<file path="config.mk">
export PLATFORM = sky130hd
export DESIGN_NAME = otter_fetch_queue_flat
export DESIGN_NICKNAME = d
export VERILOG_FILES = /design/src/rtl/otter_pkg.sv /design/src/rtl/otter_fetch_queue_if.sv /design/src/rtl/otter_sync_fifo.sv /design/src/rtl/otter_fetch_queue.sv /design/src/flat_wrapper.sv
export SDC_FILE = /design/constraint.sdc
export NUM_CORES = 1
export LEC_CHECK = 0
export BUFFER_PORTS_ARGS = -buffer_cell sky130_fd_sc_hd__buf_4
export CORE_MARGIN = 2
export CORE_UTILIZATION = 45
export CTS_BUF_LIST = sky130_fd_sc_hd__clkbuf_8
export DETAILED_ROUTE_END_ITERATION = 12
export PLACE_DENSITY_LB_ADDON = 0.15
export SLEW_MARGIN = 20
export SYNTH_ARGS = -nofsm -noshare
export SYNTH_HDL_FRONTEND = slang
export SYNTH_HIERARCHICAL = 1
export SYNTH_SLANG_ARGS = --single-unit
</file>
<file path="constraint.sdc">
create_clock -name CLK -period 5.7 [get_ports CLK]
set_input_delay 1.71 -clock CLK [delete_from_list [all_inputs] [get_ports CLK]]
set_output_delay 1.71 -clock CLK [all_outputs]
set_load 0.005 [all_outputs]
</file>
<file path="src/rtl/otter_pkg.sv">
// Shared OTTER core types: datapath width, instruction encodings and the fetch-queue entry.
package otter_pkg;

    localparam int XLEN = 32;

    typedef enum logic [6:0] {
        OP_LUI    = 7'b0110111,
        OP_AUIPC  = 7'b0010111,
        OP_JAL    = 7'b1101111,
        OP_JALR   = 7'b1100111,
        OP_BRANCH = 7'b1100011,
        OP_LOAD   = 7'b0000011,
        OP_STORE  = 7'b0100011,
        OP_IMM    = 7'b0010011,
        OP_REG    = 7'b0110011,
        OP_SYSTEM = 7'b1110011
    } opcode_t;

    typedef struct packed {
        logic [6:0] funct7;
        logic [4:0] rs2;
        logic [4:0] rs1;
        logic [2:0] funct3;
        logic [4:0] rd;
        opcode_t    opcode;
    } instr_t;

    typedef struct packed {
        logic [XLEN-1:0] pc;
        logic [XLEN-1:0] ir;
    } fetch_entry_t;

    function automatic logic [XLEN-1:0] word_align(input logic [XLEN-1:0] addr);
        return {addr[XLEN-1:2], 2'b00};
    endfunction

endpackage

</file>
<file path="src/rtl/otter_fetch_queue_if.sv">
// Fetch-queue bus: instruction-memory port, redirect request and decode-side handshake.
interface otter_fetch_queue_if
    import otter_pkg::*;
#(
    parameter int W     = otter_pkg::XLEN,
    parameter int DEPTH = 4
);
    localparam int CW = $clog2(DEPTH) + 1;

    logic          imem_rd;
    logic [W-1:0]  imem_addr;
    logic [W-1:0]  imem_data;
    logic          redirect;
    logic [W-1:0]  redirect_pc;
    logic          out_valid;
    logic          out_ready;
    logic [W-1:0]  out_pc;
    logic [W-1:0]  out_ir;
    logic [CW-1:0] count;

    modport master (
        output imem_rd, imem_addr, out_valid, out_pc, out_ir, count,
        input  imem_data, redirect, redirect_pc, out_ready
    );

    modport slave (
        input  imem_rd, imem_addr, out_valid, out_pc, out_ir, count,
        output imem_data, redirect, redirect_pc, out_ready
    );

endinterface

</file>
<file path="src/rtl/otter_sync_fifo.sv">
// Circular-buffer FIFO of arbitrary element type with synchronous flush; storage is not reset.
module otter_sync_fifo #(
    parameter int  DEPTH = 4,
    parameter type T     = logic [7:0]
) (
    input  logic                   clk,
    input  logic                   rst,
    input  logic                   flush,
    input  logic                   wr_en,
    input  T                       wr_data,
    input  logic                   rd_en,
    output T                       rd_data,
    output logic [$clog2(DEPTH):0] count
);
    localparam int PW = $clog2(DEPTH);
    localparam logic [PW:0] FULL = (PW + 1)'(DEPTH);

    T mem [DEPTH];

    logic [PW-1:0] wr_ptr_q, wr_ptr_d;
    logic [PW-1:0] rd_ptr_q, rd_ptr_d;
    logic [PW:0]   count_q, count_d;
    logic          do_wr, do_rd;

    // Pointers wrap naturally because DEPTH is a power of two.
    always_comb begin
        do_rd    = rd_en & (count_q != '0);
        do_wr    = wr_en & ~flush & ((count_q != FULL) | do_rd);
        wr_ptr_d = wr_ptr_q;
        rd_ptr_d = rd_ptr_q;
        count_d  = count_q;
        if (flush) begin
            wr_ptr_d = '0;
            rd_ptr_d = '0;
            count_d  = '0;
        end else begin
            if (do_wr) wr_ptr_d = wr_ptr_q + PW'(1);
            if (do_rd) rd_ptr_d = rd_ptr_q + PW'(1);
            count_d = count_q + {{PW{1'b0}}, do_wr} - {{PW{1'b0}}, do_rd};
        end
    end

    always_ff @(posedge clk) begin
        if (rst) begin
            wr_ptr_q <= '0;
            rd_ptr_q <= '0;
            count_q  <= '0;
        end else begin
            wr_ptr_q <= wr_ptr_d;
            rd_ptr_q <= rd_ptr_d;
            count_q  <= count_d;
        end
    end

    always_ff @(posedge clk) begin
        if (do_wr) mem[wr_ptr_q] <= wr_data;
    end

    assign rd_data = mem[rd_ptr_q];
    assign count   = count_q;

endmodule

</file>
<file path="src/rtl/otter_fetch_queue.sv">
// OTTER instruction fetch: issues sequential reads, queues {pc, ir} for decode, flushes on redirect.
module otter_fetch_queue
    import otter_pkg::*;
#(
    parameter int              XLEN     = otter_pkg::XLEN,
    parameter int              DEPTH    = 4,
    parameter logic [XLEN-1:0] RESET_PC = '0
) (
    input  logic                CLK,
    input  logic                RESET,
    otter_fetch_queue_if.master bus
);
    localparam int          CW      = $clog2(DEPTH) + 1;
    localparam logic [CW:0] DEPTH_W = (CW + 1)'(DEPTH);

    logic [XLEN-1:0] fetch_pc_q, fetch_pc_d;
    logic [XLEN-1:0] inflight_pc_q, inflight_pc_d;
    logic            inflight_q, inflight_d;
    logic            issue, enq, deq, head_valid;
    logic [CW-1:0]   fifo_count;
    logic [CW:0]     committed;
    fetch_entry_t    wr_entry, head_entry;

    // A slot is reserved for the outstanding read so its response can never find the queue full.
    always_comb begin
        head_valid    = (fifo_count != '0);
        deq           = head_valid & bus.out_ready & ~bus.redirect;
        enq           = inflight_q & ~bus.redirect;
        committed     = {1'b0, fifo_count} + {{CW{1'b0}}, inflight_q} - {{CW{1'b0}}, deq};
        issue         = ~RESET & ~bus.redirect & (committed < DEPTH_W);
        fetch_pc_d    = fetch_pc_q;
        inflight_pc_d = inflight_pc_q;
        inflight_d    = issue;
        if (bus.redirect) begin
            fetch_pc_d = word_align(bus.redirect_pc);
        end else if (issue) begin
            fetch_pc_d    = fetch_pc_q + XLEN'(4);
            inflight_pc_d = fetch_pc_q;
        end
        wr_entry.pc = inflight_pc_q;
        wr_entry.ir = bus.imem_data;
    end

    // Clearing inflight on reset/redirect is what drops a response already on its way back.
    always_ff @(posedge CLK) begin
        if (RESET) begin
            fetch_pc_q <= RESET_PC;
            inflight_q <= 1'b0;
        end else begin
            fetch_pc_q <= fetch_pc_d;
            inflight_q <= inflight_d;
        end
    end

    always_ff @(posedge CLK) begin
        inflight_pc_q <= inflight_pc_d;
    end

    otter_sync_fifo #(
        .DEPTH (DEPTH),
        .T     (fetch_entry_t)
    ) u_fifo (
        .clk     (CLK),
        .rst     (RESET),
        .flush   (bus.redirect),
        .wr_en   (enq),
        .wr_data (wr_entry),
        .rd_en   (deq),
        .rd_data (head_entry),
        .count   (fifo_count)
    );

    assign bus.imem_rd   = issue;
    assign bus.imem_addr = fetch_pc_q;
    assign bus.out_valid = head_valid;
    assign bus.out_pc    = head_entry.pc;
    assign bus.out_ir    = head_entry.ir;
    assign bus.count     = fifo_count;

endmodule

</file>
<file path="src/flat_wrapper.sv">
// flat-port wrapper written by rule: the top's interface ports become plain ports
module otter_fetch_queue_flat import otter_pkg::*;
#(
    parameter int              XLEN     = otter_pkg::XLEN,
    parameter int              DEPTH    = 4,
    parameter logic [XLEN-1:0] RESET_PC = '0
)
  (CLK, RESET, bus_imem_rd, bus_imem_addr, bus_out_valid, bus_out_pc, bus_out_ir, bus_count, bus_imem_data, bus_redirect, bus_redirect_pc, bus_out_ready);
  otter_fetch_queue_if #(.DEPTH(DEPTH)) bus_i ();
  input  logic CLK;
  input  logic RESET;
  output wire logic [$bits(bus_i.imem_rd)-1:0] bus_imem_rd;
  output wire logic [$bits(bus_i.imem_addr)-1:0] bus_imem_addr;
  output wire logic [$bits(bus_i.out_valid)-1:0] bus_out_valid;
  output wire logic [$bits(bus_i.out_pc)-1:0] bus_out_pc;
  output wire logic [$bits(bus_i.out_ir)-1:0] bus_out_ir;
  output wire logic [$bits(bus_i.count)-1:0] bus_count;
  input wire logic [$bits(bus_i.imem_data)-1:0] bus_imem_data;
  input wire logic [$bits(bus_i.redirect)-1:0] bus_redirect;
  input wire logic [$bits(bus_i.redirect_pc)-1:0] bus_redirect_pc;
  input wire logic [$bits(bus_i.out_ready)-1:0] bus_out_ready;
  assign bus_imem_rd = bus_i.imem_rd;
  assign bus_imem_addr = bus_i.imem_addr;
  assign bus_out_valid = bus_i.out_valid;
  assign bus_out_pc = bus_i.out_pc;
  assign bus_out_ir = bus_i.out_ir;
  assign bus_count = bus_i.count;
  assign bus_i.imem_data = bus_imem_data;
  assign bus_i.redirect = bus_redirect;
  assign bus_i.redirect_pc = bus_redirect_pc;
  assign bus_i.out_ready = bus_out_ready;
  otter_fetch_queue #(.XLEN(XLEN), .DEPTH(DEPTH), .RESET_PC(RESET_PC)) u_core (.CLK(CLK), .RESET(RESET), .bus(bus_i));
endmodule
</file>
# After elaboration in Yosys (flattened, before gate mapping)
# Memories as Yosys holds them, arrays and structs flattened. A register that Yosys moved wholly into a read port is not among the register bits.
# Cells that the tools add are included.
[word_totals] ff_bits=72 out_inout_bits=101 mem_count=1 ramBits=256 word_cells=38 in_bits=68
[op_classes] reduce_logical=4 n_mux=6 eq_ne=1 bitwise=11 magnitude_cmp=1 n_addsub=7
[memory_table] name="u_core.u_fifo.mem" words=4 width=64 rd=1 rd_ports_with_merged_regs=1 write_ports=1 line="otter_sync_fifo.sv:18" source="T mem [DEPTH];"
[op_table] operator="$mux 32" n=2
[op_table] operator="$add 32x3->32 const B" n=1
[op_table] operator="$and 1x1->1" n=8
[op_table] operator="$add 2x1->2 const B" n=2
[op_table] operator="$add 3x1->4" n=1
[op_table] operator="$lt 4x3->1 const B" n=1
[op_table] operator="$mux 2" n=2
[op_table] operator="$sub 4x1->4" n=1
[op_table] operator="$add 3x1->3" n=1
[op_table] operator="$ne 3x3->1 const B" n=1
[op_table] operator="$reduce_bool 3->1" n=1
[op_table] operator="$sub 3x1->3" n=1
[op_table] operator="$mux 1" n=2
[op_table] operator="$not 1->1" n=2
[op_table] operator="$reduce_and 2->1" n=1
[op_table] operator="$reduce_bool 2->1" n=1
[op_table] operator="$reduce_or 2->1" n=1
[op_table] operator="$or 1x1->1" n=1

# Logic depth before layout (Yosys ltp)
# Gate-level depths: netlist of the first run.
[depth] ltp_word=8 depth_mapped=15 ltp_nobuf=13

# Hierarchy
# Netlist of the first run, hierarchy kept.
[by_module_without_submodules] mod="otter_sync_fifo" cells_per_inst=382 area_per_inst_um2=9786.9 n_inst=1
[by_module_without_submodules] mod="otter_fetch_queue" cells_per_inst=290 area_per_inst_um2=2952.8 n_inst=1

# Worst setup path after synthesis of the first run
# No wires, ideal clock.
[synth_timing] path_type="input port to output port" startpoint="in bus_redirect" endpoint="out bus_imem_rd" path_slack_ns=0.329 required_time_ns=3.990 arrival_ns=3.661 stages=11 n_path_buf=3 path_cell_list="buf_6 -> clkbuf_1 -> and3b_1 -> ha_1 -> inv_1 -> ha_1 -> and3b_1 -> o211a_1 -> clkbuf_1 -> o21ai_1 -> inv_1"
[synth_between] elab_chain_len=5 word_cells_on_any_way=6
[synth_rtl] element="start, declared" line="flat_wrapper.sv:19" source="input wire logic [$bits(bus_i.redirect)-1:0] bus_redirect;"
[synth_rtl] element="$not 1->1 (no source line)"
[synth_rtl] element="$and 1x1->1" line="otter_fetch_queue.sv:27" source="deq = head_valid & bus.out_ready & ~bus.redirect;"
[synth_rtl] element="via u_core.deq" line="otter_fetch_queue.sv:19" source="logic issue, enq, deq, head_valid;"
[synth_rtl] element="$sub 4x1->4" line="otter_fetch_queue.sv:29" source="committed = {1'b0, fifo_count} + {{CW{1'b0}}, inflight_q} - {{CW{1'b0}}, deq};"
[synth_rtl] element="$lt 4x3->1" line="otter_fetch_queue.sv:30" source="issue = ~RESET & ~bus.redirect & (committed < DEPTH_W);"
[synth_rtl] element="$and 1x1->1" line="otter_fetch_queue.sv:30"
[synth_rtl] element="end, declared" line="flat_wrapper.sv:12" source="output wire logic [$bits(bus_i.imem_rd)-1:0] bus_imem_rd;"
# The timed path passes the listed nets, and every way through them passes these cells.

# Worst setup path after layout of the first run
# Ends and elaborated chain as after synthesis.

==> out/metrics.cfg, run 1 <==
[yosys]
ys.flop_type = edfxtp_1
seq_area_frac_synth_pct = 73.7
synth-warning-count = 6
synth-edff-count = 286
synthCells = 672
async_reset_ff_share_pct = 0
synth_seq_cells = 326
synth_area_per_cell_sq_um = 19.0
yosysUniqueCellTypes = 53
synth_area_sq_mm = 0.0127

[clocking]
tritoncts = yes
clock_latency_ns = 0.57
cts_root_buf = clkbuf_8
cts_hold_buf = 0
htreeDepth = 2
cts.path.max_buffers = 3
clkSlewWorstSetupHoldPaths_ns = 0.06
cts_sinks = 326
postCtsSetupBuffers = 0
cts_made_buffers = 52
cts_resized = 0

[finish]
antenna_cells = 0
syn_to_final_growth_pct = 19.8
mostFrequentLayoutCells = edfxtp_1 (286), buf_4 (171), mux4_2 (60), clkbuf_8 (53), inv_1 (47)
drive_gt1_share_pct = 33.8
instances_no_fill = 1294
final_nets = 954
layout_commonest_cell = edfxtp_1

[sta]
clock_skew_ns = 0.0199
max_slew_margin_pct = 26.9
setup_tns_ns = 0
fmax_mhz = 193
drv_slew = 0
finalCritPeriodShare_pct = 90.7
tightest_slew_ns = 1.10
setup_viol = 0
hold_viol = 0
rsz0062_at_grt = no
min_period_ns = 5.17

[critical_path]
arrival_ns = 3.46
cp-end-kind = output pin
worst_setup_path_start_kind = input port
criticalPathCategory = in -> out
path_max_fanout = 5
cp.required_ns = 3.99

[floorplan]
dieHeight_um = 172
start_util_pct = 45.7
pin_count = 169
die-area_sq_mm = 0.0297
coreArea_sq_mm = 0.0279
fp-row-count = 61
die_w_um = 172

[route]
vias = 6804
drtIter0Drc = 519
avgViaCountPerCell = 5.26
detail-route-antenna-nets = 0
wire_per_inst_um = 19.9
drt_first_pass_iters = 5
wl_um = 25800
route.detailed.drc = 0

[worst_hold_path]
worstHoldPathType = reg -> reg

[flow_run]
maxCapViolCount = 0

[global_routing]
grt_pass1_vias = 7001
grt_max_degree = 68
antenna_found_initial = 0
grt_pass1_wl_um = 38800
grt_overflow_total = 0
track_usage_pct = 17.5

[pwr]
vdd_ir_drop_max_v = 0.000158
power_density_mw_per_mm2 = 303
p_leak_nw = 5.24

[placed_design]
place_congestion = 0.816
dp.cells = 1198
port_buffers = 164
dpl.hpwl_um = 15000

[outcome]
status = complete, no violations

-- final cells by class --
class,count,area [sq um]
clock buffer,53,729
clock inverter,42,208
fill,2229,12600
inverter,37,139
multi-input combinational,286,3000
sequential,326,9400
tap,378,473
timing repair buffer,172,1310
-- worst max-delay path, cell delays in order --
cell     delay, ns
buf_4         0.11
and3b_1       0.31
ha_1          0.18
inv_1         0.04
ha_1          0.25
and3b_1       0.20
o211a_1       0.24
o21ai_1       0.21
inv_1         0.06
buf_4         0.13
-- per-layer routing --
metal	GRT usage (%)	vias up	part of all wire, %
met2	29.3	220	50
met3	4.28	43	6.7
met1	22.7	3451	41
li1	-	3090	-
met4	5.81	0	2.1
met5	0	-	0
-- worst paths after layout --
| check | start | slack [ns] | cells past startpoint | endpoint |
|---|---|---|---|---|
| setup / recovery | bus_redirect | 0.53 | 10 | bus_imem_rd |
| hold / removal | u_core/inflight_pc_q[5] | 0.50 | 0 | u_core/u_fifo/mem[3][37] |
| setup reg to reg | u_core/u_fifo/count[1] | 2.48 | 11 | u_core/bus.imem_addr[13] |
| hold reg to reg | u_core/inflight_pc_q[5] | 0.50 | 0 | u_core/u_fifo/mem[3][37] |
-- cells in the mapped netlist, types with 3 or more instances --
cell       instances  share of area (%)
o2111ai_1         10               0.69
nand3_1           11               0.43
a21oi_1           23               0.90
ha_1              10               0.98
dfxtp_1           40                6.3
nor4_1             5               0.25
clkbuf_1          11               0.32
nand2_1           11               0.32
o211ai_1           6               0.35
edfxtp_1         286                 67
nor2_1            11               0.32
o21a_1            21                1.2
nand4_1            6               0.29
buf_2              8               0.31
buf_12             6               0.94
inv_1             37                1.1
mux4_1             4               0.82
o21ai_1            8               0.31
and2_1             7               0.34
xnor2_1           26                1.8
o22ai_1            5               0.25
nor3_1             9               0.35
nor2b_1            3               0.15
xor2_1             6               0.41
mux4_2            60                 11
-- logic make-up (layout without fill, tap and decap cells) --
| kind of cell | after synthesis | after routing | synth area share, % |
|---|---|---|---|
| simple gates | 82 | 82 | 3.88 |
| fa+ha+maj | 11 | 11 | 1.14 |
| other cells | 1 | 10 | 0.0294 |
| buf+inv | 69 | 304 | 3.06 |
| xor+xnor | 32 | 32 | 2.20 |
| mux | 64 | 64 | 11.4 |
| flops | 326 | 326 | 73.7 |
| compound gates | 87 | 87 | 4.56 |
-- sequential cells by signal (all words and copies together), names as in the netlist, named ones only --
name	cells
u_core/inflight_q	1
u_core/bus.imem_addr	30
u_core/u_fifo/rd_ptr_q	2
u_core/u_fifo/count	3
u_core/u_fifo/mem	256
u_core/u_fifo/wr_ptr_q	2
u_core/inflight_pc_q	30
-- power by group --
part / internal (mW) / switching (mW) / total [mW]
logic: 0.0883 / 0.0758 / 0.164
clock network: 0.912 / 0.866 / 1.78
registers: 2.63 / 0.0433 / 2.68
-- metrics by stage --
| stage | cell area, sq um | setup WS [ns] | util (%) | hold WS, ns | total power [mW] |
|---|---|---|---|---|---|
| finish | 15300 | 0.530 | 54.8 | 0.500 | 4.62 |
| floorplan | 12800 | 0.329 | - | 0.459 | 2.78 |
| global placement | 14300 | 0.597 | 51.3 | 0.469 | 2.88 |
| CTS | 15200 | 0.537 | 54.7 | 0.493 | 4.68 |
| detailed placement | 14300 | 0.535 | 51.3 | 0.486 | 2.89 |
| global route | 15300 | 0.420 | 54.8 | 0.515 | 4.81 |
Note: power is estimated with default switching activity, not from simulation.
==> run 2, diff against run 1 <==
--- a/config.mk
+++ b/config.mk
@@ -11,6 +11,7 @@
 export CTS_BUF_LIST = sky130_fd_sc_hd__clkbuf_8
 export DETAILED_ROUTE_END_ITERATION = 12
 export PLACE_DENSITY_LB_ADDON = 0.15
+export RECOVER_POWER = 25
 export SLEW_MARGIN = 20
 export SYNTH_ARGS = -nofsm -noshare
 export SYNTH_HDL_FRONTEND = slang
==> run 2 against run 1 <==
  * Hold slack got worse by 0.0011 ns
  * Cell count unchanged
  * Core utilization decreased by 0.11 points
  * Global-route usage unchanged
  * Highest routed layer unchanged
  * Clock power about the same
  * First-iteration DRC count increased by 0.58%
  * Final area decreased by 0.20%
  * Largest power group unchanged
  * Routed wire length increased by 0.14%
  * Register-to-register slack about the same
  * Critical path type unchanged
  * Setup slack about the same
  * Critical endpoint unchanged
==> out/metrics.cfg, run 2 (synthesized netlist as in run 1, its figures left out) <==
[floorplan]
die_w_um = 172  ; unchanged
fp-row-count = 61  ; unchanged
pin_count = 169  ; unchanged
coreArea_sq_mm = 0.0279  ; unchanged
die-area_sq_mm = 0.0297  ; unchanged
start_util_pct = 45.7  ; unchanged
dieHeight_um = 172  ; unchanged

[route]
drtIter0Drc = 522  ; was 519
drt_first_pass_iters = 6  ; was 5
wl_um = 25800  ; about the same
wire_per_inst_um = 19.9  ; about the same
detail-route-antenna-nets = 0  ; unchanged
vias = 6814  ; was 6,804
route.detailed.drc = 0  ; unchanged
avgViaCountPerCell = 5.27  ; was 5.26

[sta]
drv_slew = 0  ; unchanged
max_slew_margin_pct = 26.8  ; was 26.9%
holdWs_ns = 0.499  ; was 0.500 ns
setup_tns_ns = 0  ; unchanged
clock_skew_ns = 0.0207  ; was 0.0199 ns
rsz0062_at_grt = no  ; unchanged
finalCritPeriodShare_pct = 90.7  ; about the same
hold_viol = 0  ; unchanged
min_period_ns = 5.17  ; about the same
setup_viol = 0  ; unchanged
tightest_slew_ns = 1.10  ; about the same
fmax_mhz = 193  ; about the same

[finish]
largest_reg_flops = 256  ; unchanged
final_nets = 954  ; unchanged
drive_gt1_share_pct = 33.0  ; was 33.8%
largest_register = u_core/u_fifo/mem  ; unchanged
syn_to_final_growth_pct = 19.6  ; was 19.8%
final_util_pct = 54.7  ; was 54.8%
final_cell_area_sq_mm = 0.0152  ; was 0.0153 sq mm
layout_commonest_cell = edfxtp_1  ; unchanged
mostFrequentLayoutCells = edfxtp_1 (286), buf_4 (163), mux4_2 (60), clkbuf_8 (53), inv_1 (47)  ; was edfxtp_1 (286), buf_4 (171), mux4_2 (60), clkbuf_8 (53), inv_1 (47)
antenna_cells = 0  ; unchanged

[global_routing]
grt_overflow_total = 0  ; unchanged
grt_pass1_wl_um = 38800  ; unchanged
grt_max_degree = 68  ; unchanged
antenna_found_initial = 0  ; unchanged
grt_pass1_vias = 7001  ; unchanged
track_usage_pct = 17.5  ; unchanged

[critical_path]
worst_setup_path_start_kind = input port  ; unchanged
slowest_delay_ns = 0.31  ; about the same
startpoint = bus_redirect  ; unchanged
ff2ff_path_depth = 11  ; unchanged
cp-end-kind = output pin  ; unchanged
criticalPathCategory = in -> out  ; unchanged
cpMaxStageDelayCell = and3b_1  ; unchanged
rr_endpoint = u_core/bus.imem_addr[13]  ; unchanged
path_max_fanout = 5  ; unchanged
arrival_ns = 3.46  ; about the same
cp.required_ns = 3.99  ; about the same
rr_startpoint = u_core/u_fifo/count[1]  ; unchanged
crit_chain = buf_4 -> and3b_1 -> ha_1 -> inv_1 -> ha_1 -> and3b_1 -> o211a_1 -> o21ai_1 -> inv_1 -> buf_4  ; unchanged
ff2ff_setup_slack_ns = 2.48  ; about the same

[worst_hold_path]
holdPathStages = 0  ; unchanged
min_to = u_core/u_fifo/mem[3][37]  ; unchanged
worstHoldPathType = reg -> reg  ; unchanged
hp-start = u_core/inflight_pc_q[5]  ; unchanged

[placed_design]
place_area_sq_mm = 0.0143  ; unchanged
place_congestion = 0.816  ; unchanged
dpl.hpwl_um = 15000  ; unchanged
port_buffers = 164  ; unchanged

[pwr]
p_leak_nw = 5.21  ; was 5.24 nW
vdd_ir_drop_max_v = 0.000158  ; about the same
power_density_mw_per_mm2 = 303  ; about the same

[clocking]
cts_hold_buf = 0  ; unchanged
clock_latency_ns = 0.57  ; about the same
cts_resized = 0  ; unchanged
cts.path.max_buffers = 3  ; unchanged
postCtsSetupBuffers = 0  ; unchanged
clkSlewWorstSetupHoldPaths_ns = 0.06  ; about the same
tritoncts = yes  ; unchanged
htreeDepth = 2  ; unchanged
cts_sinks = 326  ; unchanged
cts_root_buf = clkbuf_8  ; unchanged
cts_made_buffers = 52  ; unchanged

[flow_run]
maxCapViolCount = 0  ; unchanged

[outcome]
status = complete, no violations  ; unchanged

run 2: layer usage:
metal	GRT usage (%)	share of wire [%]
met5	0	0
met4	5.81	2.1
met3	4.28	6.5
met2	29.3	50
met1	22.7	42
run 2: report_power, final:
part | switching [mW] | internal [mW] | total [mW]
clock | 0.866 | 0.912 | 1.78
sequential | 0.0433 | 2.63 | 2.68
combinational | 0.0760 | 0.0859 | 0.162
run 2: final cells by class:
| class | count | area, sq um |
|---|---|---|
| clock buffers | 53 | 729 |
| clock inverters | 42 | 208 |
| fillers | 2233 | 12600 |
| inverters | 37 | 139 |
| multi-input cells | 286 | 3000 |
| flip-flops and latches | 326 | 9400 |
| well taps | 378 | 473 |
| repair buffers | 172 | 1280 |
run 2: per-stage QoR:
step           worst slack, ns  instances  power [mW]
6_report                 0.530       1294        4.62
5_1_grt                  0.420       1294        4.80
4_1_cts                  0.537       1293        4.68
3_5_place_dp             0.535       1198        2.89
3_3_place_gp             0.597       1198        2.88
2_1_floorplan            0.329        681        2.78
run 2: worst max-delay path, delay by kind of cell:
family / cells / cell delay (ns)
buffers and inverters: 4 / 0.34
adder cells (fa/ha/maj): 2 / 0.43
AO/OA/AOI/OAI: 2 / 0.45
AND/OR/NAND/NOR: 2 / 0.51
run 2: worst max-delay path by stage:
stage | to | slack [ns] | cells past startpoint
2_1_floorplan | bus_imem_rd | 0.33 | 11
3_3_place_gp | bus_imem_rd | 0.60 | 10
3_5_place_dp | bus_imem_rd | 0.54 | 10
4_1_cts | bus_imem_rd | 0.54 | 10
5_1_grt | bus_imem_rd | 0.42 | 10
6_report | bus_imem_rd | 0.53 | 10
==> run 3, diff against run 2 <==
--- a/config.mk
+++ b/config.mk
@@ -7,7 +7,7 @@
 export LEC_CHECK = 0
 export BUFFER_PORTS_ARGS = -buffer_cell sky130_fd_sc_hd__buf_4
 export CORE_MARGIN = 2
-export CORE_UTILIZATION = 45
+export CORE_UTILIZATION = 35
 export CTS_BUF_LIST = sky130_fd_sc_hd__clkbuf_8
 export DETAILED_ROUTE_END_ITERATION = 12
 export PLACE_DENSITY_LB_ADDON = 0.15
==> run 3 against run 2 <==
  * Count of clock-buffer cells in the layout up 2
  * Core utilization is 11 points lower
  * Die area up 28%
  * Sequential power about the same
  * Via count is 1.1% lower
  * Clock power grew 8%
  * Global-route usage fell by 2.6 points
  * Total power rose by 3.4%
  * Register-to-register slack got worse by 0.03 ns
  * Hold slack better by 0.0025 ns
  * Final area is 1.6% higher
  * Clock skew grew 0.0097 ns
==> out/metrics.cfg, run 3 (synthesized netlist as in run 1, its figures left out) <==
[critical_path]
arrival_ns = 3.41  ; was 3.46 ns
startpoint = bus_redirect  ; unchanged
ff2ff_path_depth = 11  ; unchanged
rr_startpoint = u_core/u_fifo/count[1]  ; unchanged
cp-end-kind = output pin  ; unchanged
cpMaxStageDelayCell = and3b_1  ; unchanged
cp.required_ns = 3.99  ; about the same
slowest_delay_ns = 0.30  ; was 0.31 ns
crit_chain = buf_4 -> and3b_1 -> ha_1 -> inv_1 -> ha_1 -> and3b_1 -> o211a_1 -> o21ai_1 -> inv_1 -> buf_4  ; unchanged
ff2ff_setup_slack_ns = 2.45  ; was 2.48 ns
worst_setup_path_start_kind = input port  ; unchanged
path_max_fanout = 5  ; unchanged
rr_endpoint = u_core/bus.imem_addr[13]  ; unchanged
criticalPathCategory = in -> out  ; unchanged

[clocking]
htreeDepth = 2  ; unchanged
cts_sinks = 326  ; unchanged
cts_resized = 0  ; unchanged
cts.path.max_buffers = 3  ; unchanged
clkSlewWorstSetupHoldPaths_ns = 0.06  ; about the same
postCtsSetupBuffers = 0  ; unchanged
clock_latency_ns = 0.60  ; was 0.57 ns
cts_root_buf = clkbuf_8  ; unchanged
cts_made_buffers = 54  ; was 52
cts_hold_buf = 0  ; unchanged
tritoncts = yes  ; unchanged

[worst_hold_path]
min_to = u_core/u_fifo/mem[1][59]  ; was u_core/u_fifo/mem[3][37]
worstHoldPathType = reg -> reg  ; unchanged
holdPathStages = 0  ; unchanged
hp-start = u_core/inflight_pc_q[27]  ; was u_core/inflight_pc_q[5]

[floorplan]
start_util_pct = 35.6  ; was 45.7%
die_w_um = 195  ; was 172 um
pin_count = 169  ; unchanged
die-area_sq_mm = 0.0379  ; was 0.0297 sq mm
fp-row-count = 69  ; was 61
dieHeight_um = 195  ; was 172 um
coreArea_sq_mm = 0.0357  ; was 0.0279 sq mm

[finish]
antenna_cells = 0  ; unchanged
final_nets = 961  ; was 954
largest_reg_flops = 256  ; unchanged
largest_register = u_core/u_fifo/mem  ; unchanged
drive_gt1_share_pct = 33.1  ; was 33.0%
layout_commonest_cell = edfxtp_1  ; unchanged
final_util_pct = 43.3  ; was 54.7%
mostFrequentLayoutCells = edfxtp_1 (286), buf_4 (164), mux4_2 (60), clkbuf_8 (55), inv_1 (54)  ; was edfxtp_1 (286), buf_4 (163), mux4_2 (60), clkbuf_8 (53), inv_1 (47)
syn_to_final_growth_pct = 21.5  ; was 19.6%

[flow_run]
maxCapViolCount = 0  ; unchanged

[sta]
hold_viol = 0  ; unchanged
clock_skew_ns = 0.0304  ; was 0.0207 ns
fmax_mhz = 195  ; was 193 MHz
drv_slew = 0  ; unchanged
setup_tns_ns = 0  ; unchanged
min_period_ns = 5.12  ; was 5.17 ns
finalWorstSetupSlack_ns = 0.579  ; was 0.530 ns
max_slew_margin_pct = 47.3  ; was 26.8%
rsz0062_at_grt = no  ; unchanged
holdWs_ns = 0.501  ; was 0.499 ns
tightest_slew_ns = 0.791  ; was 1.10 ns
finalCritPeriodShare_pct = 89.8  ; was 90.7%
setup_viol = 0  ; unchanged

[outcome]
status = complete, no violations  ; unchanged

[pwr]
p_leak_nw = 5.30  ; was 5.21 nW
power_density_mw_per_mm2 = 308  ; was 303 mW/mm^2
vdd_ir_drop_max_v = 0.000153  ; was 0.000158 V

[route]
wl_um = 28200  ; was 25,800 um
drt_first_pass_iters = 4  ; was 6
vias = 6738  ; was 6,814
route.detailed.drc = 0  ; unchanged
drtIter0Drc = 296  ; was 522
wire_per_inst_um = 20.3  ; was 19.9 um
detail-route-antenna-nets = 0  ; unchanged
avgViaCountPerCell = 4.86  ; was 5.27

[global_routing]
grt_overflow_total = 0  ; unchanged
grt_pass1_wl_um = 43000  ; was 38,800 um
antenna_found_initial = 0  ; unchanged
track_usage_pct = 14.9  ; was 17.5%
grt_pass1_vias = 7152  ; was 7,001
grt_max_degree = 68  ; unchanged

[placed_design]
place_congestion = 0.733  ; was 0.816
port_buffers = 164  ; unchanged
place_ws_ns = 0.575  ; was 0.535 ns
dpl.hpwl_um = 17100  ; was 15,000 um

## run 3: cell types whose count changed in the layout (fill, tap and decap cells not counted), moves of 2 or more
cell	change
buf_12	+4
bufinv_16	+2
clkbuf_8	+2
clkinv_1	-4
clkinv_2	-4
inv_1	+7
## run 3: worst max-delay path by stage
stage | to | slack, ns | cells past startpoint
2_1_floorplan | bus_imem_rd | 0.33 | 11
3_3_place_gp | bus_imem_rd | 0.59 | 10
3_5_place_dp | bus_imem_rd | 0.58 | 10
4_1_cts | bus_imem_rd | 0.56 | 10
5_1_grt | bus_imem_rd | 0.44 | 10
6_report | bus_imem_rd | 0.58 | 10
## run 3: metrics by stage
stage,total power [mW],std cells,area [sq um]
6_report,4.77,1385,15500
5_1_grt,4.97,1385,15500
4_1_cts,4.87,1385,15500
3_5_place_dp,2.90,1287,14500
3_3_place_gp,2.89,1287,14500
2_1_floorplan,2.78,681,12800
## run 3: area by class of cell
type,count,area [sq um]
well taps,461,577
inverters,37,139
fillers,3221,20300
flip-flops and latches,326,9400
repair buffers,177,1350
clock inverters,43,260
clock buffers,55,757
multi-input cells,286,3000
## run 3: power by group
part | internal (mW) | switching [mW]
Combinational | 0.0863 | 0.0780
Sequential | 2.63 | 0.0430
Clock | 1.03 | 0.902
Total | 3.75 | 1.02
## run 3: worst max-delay path: cells and delay by family
kind | cells | cell delay (ns)
compound gates | 2 | 0.42
fa+ha+maj | 2 | 0.43
buf+inv | 4 | 0.34
simple gates | 2 | 0.50
## run 3: metal layers
metal  global-route usage [%]  vias up  wire length (um)
li1                         -     3115                 -
met1                     19.8     3370             12500
met2                     24.2      206             13400
met3                     4.08       47              1720
met4                     4.47        0               524
met5                        0        -                 0
